==> src/rtl/wb_pkg.sv <==
// Shared types and the load-data extension helper for the register-file writeback block.
package wb_pkg;

  localparam int XLEN = 32;

  typedef enum logic [2:0] {
    LB  = 3'b000,
    LH  = 3'b001,
    LW  = 3'b010,
    LBU = 3'b100,
    LHU = 3'b101
  } load_op_e;

  typedef struct packed {
    logic [4:0] rd;
    logic [2:0] funct3;
    logic [1:0] offset;
  } pending_entry_t;

  function automatic logic [XLEN-1:0] load_extend(input logic [XLEN-1:0] word,
                                                  input logic [2:0]      funct3,
                                                  input logic [1:0]      offset);
    logic [7:0]  b;
    logic [15:0] h;
    case (offset)
      2'd0:    b = word[7:0];
      2'd1:    b = word[15:8];
      2'd2:    b = word[23:16];
      default: b = word[31:24];
    endcase
    h = offset[1] ? word[31:16] : word[15:0];
    case (funct3)
      LB:      load_extend = {{24{b[7]}}, b};
      LBU:     load_extend = {24'b0, b};
      LH:      load_extend = {{16{h[15]}}, h};
      LHU:     load_extend = {16'b0, h};
      default: load_extend = word;
    endcase
  endfunction

endpackage

==> src/rtl/pending_fifo.sv <==
// In-order queue of outstanding loads; exposes per-slot rd and valid bits for the pending mask.
module pending_fifo
  import wb_pkg::*;
#(
  parameter int DEPTH = 4
) (
  input  logic           clk,
  input  logic           rst,
  input  logic           push_i,
  input  pending_entry_t push_entry_i,
  input  logic           pop_i,
  output pending_entry_t head_o,
  output logic           full_o,
  output logic           empty_o,
  output logic [DEPTH-1:0] valid_o,
  output logic [4:0]     rd_o [DEPTH]
);

  localparam int AW = $clog2(DEPTH);

  pending_entry_t   mem_q [DEPTH];
  logic [AW-1:0]    wr_ptr_q, rd_ptr_q;
  logic [AW:0]      count_q;
  logic [DEPTH-1:0] valid_q;

  // Callers gate push with !full and pop with !empty, so slots never collide.
  always_ff @(posedge clk) begin
    if (rst) begin
      wr_ptr_q <= '0;
      rd_ptr_q <= '0;
      count_q  <= '0;
      valid_q  <= '0;
    end else begin
      if (push_i) begin
        valid_q[wr_ptr_q] <= 1'b1;
        wr_ptr_q          <= wr_ptr_q + 1'b1;
      end
      if (pop_i) begin
        valid_q[rd_ptr_q] <= 1'b0;
        rd_ptr_q          <= rd_ptr_q + 1'b1;
      end
      case ({push_i, pop_i})
        2'b10:   count_q <= count_q + 1'b1;
        2'b01:   count_q <= count_q - 1'b1;
        default: count_q <= count_q;
      endcase
    end
  end

  always_ff @(posedge clk) begin
    if (push_i) mem_q[wr_ptr_q] <= push_entry_i;
  end

  always_comb begin
    for (int i = 0; i < DEPTH; i++) rd_o[i] = mem_q[i].rd;
  end

  assign head_o  = mem_q[rd_ptr_q];
  assign full_o  = (count_q == (AW+1)'(DEPTH));
  assign empty_o = (count_q == '0);
  assign valid_o = valid_q;

endmodule

==> src/rtl/regfile_writeback.sv <==
// Register-file write port: merges ALU results and in-order load responses, loads win.
// Optional WB_STATS_EN adds load and ALU-stall counters.
module regfile_writeback
  import wb_pkg::*;
#(
  parameter int XLEN  = 32,
  parameter int DEPTH = 4
) (
  input  logic            clk,
  input  logic            rst,
  input  logic            issue_valid,
  output logic            issue_ready,
  input  logic [4:0]      issue_rd,
  input  logic [2:0]      issue_funct3,
  input  logic [1:0]      issue_offset,
  input  logic            mem_rvalid,
  input  logic [XLEN-1:0] mem_rdata,
  input  logic            alu_valid,
  output logic            alu_ready,
  input  logic [4:0]      alu_rd,
  input  logic [XLEN-1:0] alu_data,
  output logic            wb_we,
  output logic [4:0]      wb_addr,
  output logic [XLEN-1:0] wb_data,
  output logic [31:0]     pending_mask,
  output logic            err_unexpected
`ifdef WB_STATS_EN
  ,
  output logic [31:0]     stat_loads,
  output logic [31:0]     stat_alu_stalls
`endif
);

  pending_entry_t   head, push_entry;
  logic             full, empty, push, pop;
  logic [DEPTH-1:0] slot_valid;
  logic [4:0]       slot_rd [DEPTH];

  logic            wb_we_q, err_q;
  logic [4:0]      wb_addr_q;
  logic [XLEN-1:0] wb_data_q;

  assign push_entry = '{rd: issue_rd, funct3: issue_funct3, offset: issue_offset};
  assign issue_ready = !full;
  assign push        = issue_valid && !full;
  assign pop         = mem_rvalid && !empty;
  assign alu_ready   = !pop;

  pending_fifo #(.DEPTH(DEPTH)) u_fifo (
    .clk          (clk),
    .rst          (rst),
    .push_i       (push),
    .push_entry_i (push_entry),
    .pop_i        (pop),
    .head_o       (head),
    .full_o       (full),
    .empty_o      (empty),
    .valid_o      (slot_valid),
    .rd_o         (slot_rd)
  );

  always_comb begin
    pending_mask = '0;
    for (int i = 0; i < DEPTH; i++) begin
      if (slot_valid[i]) pending_mask[slot_rd[i]] = 1'b1;
    end
    pending_mask[0] = 1'b0;
  end

  // Address/data follow the winning source even for x0; only the enable is suppressed.
  always_ff @(posedge clk) begin
    if (rst) begin
      wb_we_q   <= 1'b0;
      wb_addr_q <= '0;
      wb_data_q <= '0;
      err_q     <= 1'b0;
    end else begin
      err_q <= mem_rvalid && empty;
      if (pop) begin
        wb_we_q   <= (head.rd != 5'd0);
        wb_addr_q <= head.rd;
        wb_data_q <= load_extend(mem_rdata, head.funct3, head.offset);
      end else if (alu_valid) begin
        wb_we_q   <= (alu_rd != 5'd0);
        wb_addr_q <= alu_rd;
        wb_data_q <= alu_data;
      end else begin
        wb_we_q   <= 1'b0;
      end
    end
  end

  assign wb_we          = wb_we_q;
  assign wb_addr        = wb_addr_q;
  assign wb_data        = wb_data_q;
  assign err_unexpected = err_q;

`ifdef WB_STATS_EN
  logic [31:0] stat_loads_q, stat_alu_stalls_q;

  always_ff @(posedge clk) begin
    if (rst) begin
      stat_loads_q      <= '0;
      stat_alu_stalls_q <= '0;
    end else begin
      if (pop)                     stat_loads_q      <= stat_loads_q + 1'b1;
      if (alu_valid && !alu_ready) stat_alu_stalls_q <= stat_alu_stalls_q + 1'b1;
    end
  end

  assign stat_loads      = stat_loads_q;
  assign stat_alu_stalls = stat_alu_stalls_q;
`endif

endmodule

==> config.mk <==
export PLATFORM = sky130hd
export DESIGN_NAME = regfile_writeback
export DESIGN_NICKNAME = d
export VERILOG_FILES = /design/src/rtl/wb_pkg.sv /design/src/rtl/pending_fifo.sv /design/src/rtl/regfile_writeback.sv
export SDC_FILE = /design/constraint.sdc
export NUM_CORES = 1
export LEC_CHECK = 0
export ABC_AREA = 1
export BUFFER_PORTS_ARGS = -buffer_cell sky130_fd_sc_hd__clkbuf_2
export CAP_MARGIN = 25
export CELL_PAD_IN_SITES_DETAIL_PLACEMENT = 0
export CELL_PAD_IN_SITES_GLOBAL_PLACEMENT = 1
export CORE_MARGIN = 1.5
export CORE_UTILIZATION = 34
export DETAILED_ROUTE_END_ITERATION = 10
export PLACE_DENSITY_LB_ADDON = 0.1
export SYNTH_ARGS = -nofsm -noshare
export SYNTH_HDL_FRONTEND = slang
export SYNTH_SLANG_ARGS = --single-unit
==> constraint.sdc <==
create_clock -name clk -period 2.25 [get_ports clk]
set_clock_uncertainty 0.05 [all_clocks]
set_input_delay 0 -clock clk [delete_from_list [all_inputs] [get_ports clk]]
set_output_delay 0 -clock clk [all_outputs]
set_load 0.01 [all_outputs]
-- Word level (Yosys, flattened, before mapping)
Memory sizes are Yosys's and may differ from the RTL's. A register that Yosys moved wholly into a read port is not among the register bits.
Index checks and enable logic that the tools add are counted.
- output and inout port bits: 73
- bits in latches: 0
- bits in registers: 50
- logic and storage cells: 91
- ROM bits: 0
- memories: 1
- bits in writable memories: 40
- input port bits: 84
- div/mod/pow operators: 0
- order comparisons: 12
- shifts and indexed selects: 0
- $add $sub $neg: 4
- reduce and logical (&&, ||, !) cells: 19
- $mul: 0
- bitwise gates (word level): 6
- muxes and demuxes: 33
- equal/unequal tests: 8
- memory list (name ; words ; width ; read ports ; clocked after Yosys merged registers in ; write ports ; line ; RTL):
    u_fifo.mem_q ; 4 ; 10 ; 5 ; 1 ; 1 ; pending_fifo.sv:21 ; pending_entry_t mem_q [DEPTH];
- operators with widths (kind ; count):
    32-bit 2-to-1 mux ; 6
    32-bit case mux with 4 select lines ; 1
    32-bit OR ; 3
    5-bit by 6-bit less-than comparator with 1-bit output (second input constant) ; 4
    8-bit case mux with 3 select lines ; 1
    1-bit demux with 5-bit select ; 4
    5-bit by 1-bit greater-or-equal comparator with 1-bit output (second input constant) ; 4
    16-bit 2-to-1 mux ; 1
    4-bit 2-to-1 mux ; 3
    1-bit 2-to-1 mux ; 10
    5-bit 2-to-1 mux ; 2
    5-bit nonzero test ; 2
    3-bit == test (second input constant) ; 3
    1-bit logical AND ; 9
    3-bit zero test ; 2
    2-bit by 3-bit less-than comparator with 1-bit output (second input constant) ; 2
    3-bit case mux with 2 select lines ; 1
    2-bit by 1-bit adder with 2-bit output (second input constant) ; 2
    4-bit AND ; 1
    1-bit demux with 2-bit select ; 2
    2-bit by 1-bit == test with 1-bit output (second input constant) ; 2
    2-bit == test (second input constant) ; 2
    2-bit by 1-bit greater-or-equal comparator with 1-bit output (second input constant) ; 2
    2-bit 2-to-1 mux ; 2
    other kinds (8) ; 11

-- Longest topological paths before layout
An unclocked memory read counts as a cell.
- depth in word-level cells: 12
- mapped depth: 15
- mapped depth without buffers: 12

-- Cells and area by module
A second synthesis with hierarchy kept.
- cell total of the unflattened synthesis: 726
- area, all modules: 5619.1 um^2
- by module, submodules not included (module ; cells an instance ; instances ; seq. area each (um^2) ; area each (um^2)):
    regfile_writeback ; 533 ; 1 ; 780.7 ; 3326.9
    pending_fifo ; 193 ; 1 ; 1461.4 ; 2292.2

-- Least setup slack after synthesis
No wires, ideal clock.
- path type: register -> register
- start: register u_fifo.count_q[2]
- end: register u_fifo.count_q[2]
- arrival time: 2193 ps
- library setup time: 122 ps
- path buffers: 2
- setup slack: -115 ps
- clock period less this slack: 2365 ps
- cell stages (with the launch flop): 12
- required time: 2078 ps
- cells stage by stage: dfxtp_1 nor3_1 nor2_2 clkbuf_1 clkbuf_1 ha_1 inv_1 fa_1 a21oi_1 o21ai_0 o21ai_0 a21oi_1
- longest elaborated chain between the ends: 5
- elaborated cells between the ends (all ways): 12
- classes of those cells: 2 x add/sub; 3 x eq/ne; 1 x mux; 6 x reduce/logical
- ends and longest elaborated chain (item ; line ; RTL):
    start, declared ; pending_fifo.sv:23 ; logic [AW:0] count_q;
    start signal, assigned ; pending_fifo.sv:43 ; 2'b10: count_q <= count_q + 1'b1;
    start signal, assigned ; pending_fifo.sv:44 ; 2'b01: count_q <= count_q - 1'b1;
    start signal, assigned ; pending_fifo.sv:45 ; default: count_q <= count_q;
    3-bit == test or 3-bit zero test (tied branches) ; pending_fifo.sv:59, pending_fifo.sv:60 ;
    1-bit zero test (on tied branches) ; regfile_writeback.sv:45, regfile_writeback.sv:46 ;
    1-bit logical AND (on tied branches) ; regfile_writeback.sv:45, regfile_writeback.sv:46 ;
    2-bit by 1-bit == test with 1-bit output or 2-bit == test (tied branches) ; pending_fifo.sv:42 ; case ({push_i, pop_i})
    3-bit case mux with 2 select lines or 2-bit nonzero test (tied branches) ; - ;
Several ways; a longest one is shown, not always the timed one.
A chain may end at the register's enable or synchronous reset.

-- Worst setup path after layout
- start: register u_fifo.count_q[2]
- end: output port alu_ready
- longest elaborated chain between the ends: 4
- ends and longest elaborated chain (item ; line ; RTL):
    3-bit zero test ; pending_fifo.sv:60 ; assign empty_o = (count_q == '0);
    1-bit zero test ; regfile_writeback.sv:46 ; assign pop = mem_rvalid && !empty;
    1-bit logical AND ; regfile_writeback.sv:46 ;
    1-bit zero test ; regfile_writeback.sv:47 ; assign alu_ready = !pop;
    end, declared ; regfile_writeback.sv:19 ; output logic alu_ready,
Every way passes these cells.

==> run_results.csv <==
group,metric,value,unit
detailed_routing,ant_nets,0,
clock_network,cts_max_path_buffers,2,
detailed_routing,vias,5992,
detailed_routing,viasPerCell,5.22,
detailed_routing,drt-pass1-iter-count,6,
global_routing,grt_pass1_vias,5496,
detailed_routing,drc,0,
layout,layout_commonest_cell,"clkbuf_2",
global_routing,grt_antenna_before_repair,0,
detailed_routing,drt_wl_total,19300,um
die,die_area,17100,um^2
die,rows,46,
timing,setup_viol,0,
timing,tightest_slew,0.669,ns
timing,slew_headroom,0.553,
yosys,syn-cell-area,5560,um^2
yosys,ys.flop_type,"dfxtp_1",
clock_network,cts_setup_buffers,0,
worst_setup_path,crit_type,"reg -> out",
flow_run,drv_cap,0,
worst_setup_path,cp_slowest_cell,"inv_1",
power_and_ir_drop,ir_worst_vdd,639,uV
die,start_util,0.348,
die,core,15900,um^2
worst_setup_path,critPathCaptureType,"output port",
detailed_routing,wl_per_cell,16.8,um
placement,dp_slack,0.137,ns
die,io_pins,157,
power_and_ir_drop,power-per-cell-area,965,nW/um^2
layout,antenna_cells,0,
timing,setup_tns,0,ns
timing,period_needed,2.04,ns
yosys,yosysSeqAreaShare,0.404,
clock_network,clkLatencyLatePin,0.34,ns
power_and_ir_drop,swShare,0.436,
yosys,synth-seq-cells,92,
power_and_ir_drop,p_int,4030,uW
yosys,syn_nets,813,
clock_network,tritoncts,"done",
layout,layout_common_cells,"clkbuf_2 (155), nand2_1 (130), inv_1 (82), nor2_1 (60)",
yosys,yosys.cell_types.count,39,
clock_network,cts_max_level,3,
global_routing,grt_use_total,0.223,
worst_setup_path,slowest_delay,0.41,ns
die,die_y,131,um
power_and_ir_drop,p_clk_frac,0.205,
power_and_ir_drop,p_leak,0.00331,uW
global_routing,grt_max_degree,60,
placement,gp_congestion,0.894,
clock_network,cts_inserted_buffers,9,
power_and_ir_drop,p_switching,3110,uW
timing,fin_ws,0.212,ns
detailed_routing,drtIter0Drc,424,
timing,finalCritPeriodShare,0.906,
worst_setup_path,path_max_fanout,59,
power_and_ir_drop,p_seq_frac,0.323,
outcome,outcome,"completed",
placement,port_buffers,155,
die,die_width,131,um
layout,drive_gt1_frac,0.253,
yosys,synthCells,719,
power_and_ir_drop,pwr-share-comb,0.472,
timing,drv_slew,0,
worst_setup_path,start_kind,"register",
placement,hpwl,14200,um
layout,layout.nets,1020,
timing,fmax,491,MHz
yosys,synth_edf_count,40,
worst_setup_path,worstPathArrival,1.99,ns
yosys,async_reset_ff_frac,0,
layout,area_growth,33.2,%
worst_setup_path,critPathRequiredTime,2.20,ns
global_routing,grt_pass1_wl,29000,um
clock_network,clk_pin_slew,0.07,ns
min_path,worst_hold_path_type,"in -> reg",
timing,finalHoldViolations,0,
timing,rsz0062_at_grt,"no",
yosys,syn_area_per_cell,7.73,um^2
global_routing,grt-ovfl-total,0,
clock_network,root_buffer,"clkbuf_16",
clock_network,clock_sinks,92,
yosys,synth_warnings,0,
worst_setup_path,path_cells,"nor3_1 > nor2_4 > buf_12 > inv_1 > clkbuf_2",
## cell type report
cell class / instances / area (um^2)
clock buffer: 9 / 225
tap: 216 / 270
sequential: 92 / 2240
inverter: 88 / 335
clock inverter: 7 / 57.6
multi-input combinational: 510 / 2830
timing repair buffer: 225 / 1440
fill: 1664 / 8540
## synthesized netlist by cell type, drive strengths merged, types with 4 or more instances
library cell,number,area (um^2)
a21oi,57,304
a221oi,6,52.6
a22oi,26,195
a31oi,6,37.5
a41oi,4,35.0
buf,12,100
clkbuf,17,63.8
dfxtp,52,1040
edfxtp,40,1200
ha,9,113
inv,88,335
nand2,142,581
nand3,57,363
nor2,65,267
nor3,24,120
o211ai,7,52.6
o21ai,56,280
o221ai,32,280
or2,8,50.1
## routing by layer
layer | GRT usage | routed length (um) | up-vias
li1 | - | - | 2931
met1 | 0.310 | 9010 | 2810
met2 | 0.351 | 8730 | 225
met3 | 0.0379 | 1190 | 26
met4 | 0.0776 | 348 | 0
met5 | 0 | 0 | -
## per-stage QoR
step	util	std cells	power, uW	instance area (um^2)	hold slack (ns)
after global placement	0.414	1080	5570	6600	0.168
after global routing	0.464	1147	7690	7400	0.0175
after floorplan	-	719	4590	5560	0.0489
after CTS	0.464	1147	7190	7390	0.00877
final	0.464	1147	7140	7400	0.0214
after detailed placement	0.414	1080	5620	6600	0.170
## critical path: cells and delay by family, from the launching register on
kind          cells  cell delay [ns]
buf+inv           3             0.84
simple gates      2             0.47
flops             1             0.33
## kinds of logic (layout without fill, tap and decap cells)
group                      Yosys count  count (layout)  share of synthesized area
and+or+nand+nor                    303             303                      0.257
AOI/OAI and AO/OA                  196             196                      0.225
buffers and inverters              117             329                     0.0899
DFF                                 92              92                      0.404
adders and majority gates           10              10                     0.0239
other                                1               1                   0.000675
## power by group through the flow
stage / logic [uW] / clock network (uW) / registers (uW)
global placement: 3230 / 0 / 2330
CTS: 3370 / 1510 / 2300
detailed placement: 3280 / 0 / 2340
floorplan: 2200 / 0 / 2390
global route: 3770 / 1580 / 2340
finish: 3370 / 1470 / 2310
## final timing paths
path | from | to | slack [ns] | cells after the start
min | alu_rd[1] | wb_addr[1]$_SDFFE_PP0P_ | 0.02 | 5
max reg2reg | register | wb_data[11]$_SDFFE_PP0P_ | 0.24 | 12
max | u_fifo.count_q[2]$_SDFFE_PP0P_ | alu_ready | 0.21 | 5
min reg2reg | wb_data[22]$_SDFFE_PP0P_ | wb_data[22]$_SDFFE_PP0P_ | 0.42 | 2
## registers in the layout, indices dropped and copies added (netlist names), named ones only
signal,count
u_fifo.valid_o,4
u_fifo.wr_ptr_q,2
u_fifo.rd_ptr_q,2
u_fifo.count_q,3
wb_data,32
wb_we,1
wb_addr,5
u_fifo.mem_q,40
err_unexpected,1
## repair_timing
item / 4_1_cts / 5_1_grt
hold buffers: 51 / 0
resized for setup: 0 / 2
endpoints found under the hold margin: 80 / 0
endpoints found under the setup margin: 0 / 12
Power figures use the tool's default switching activity.
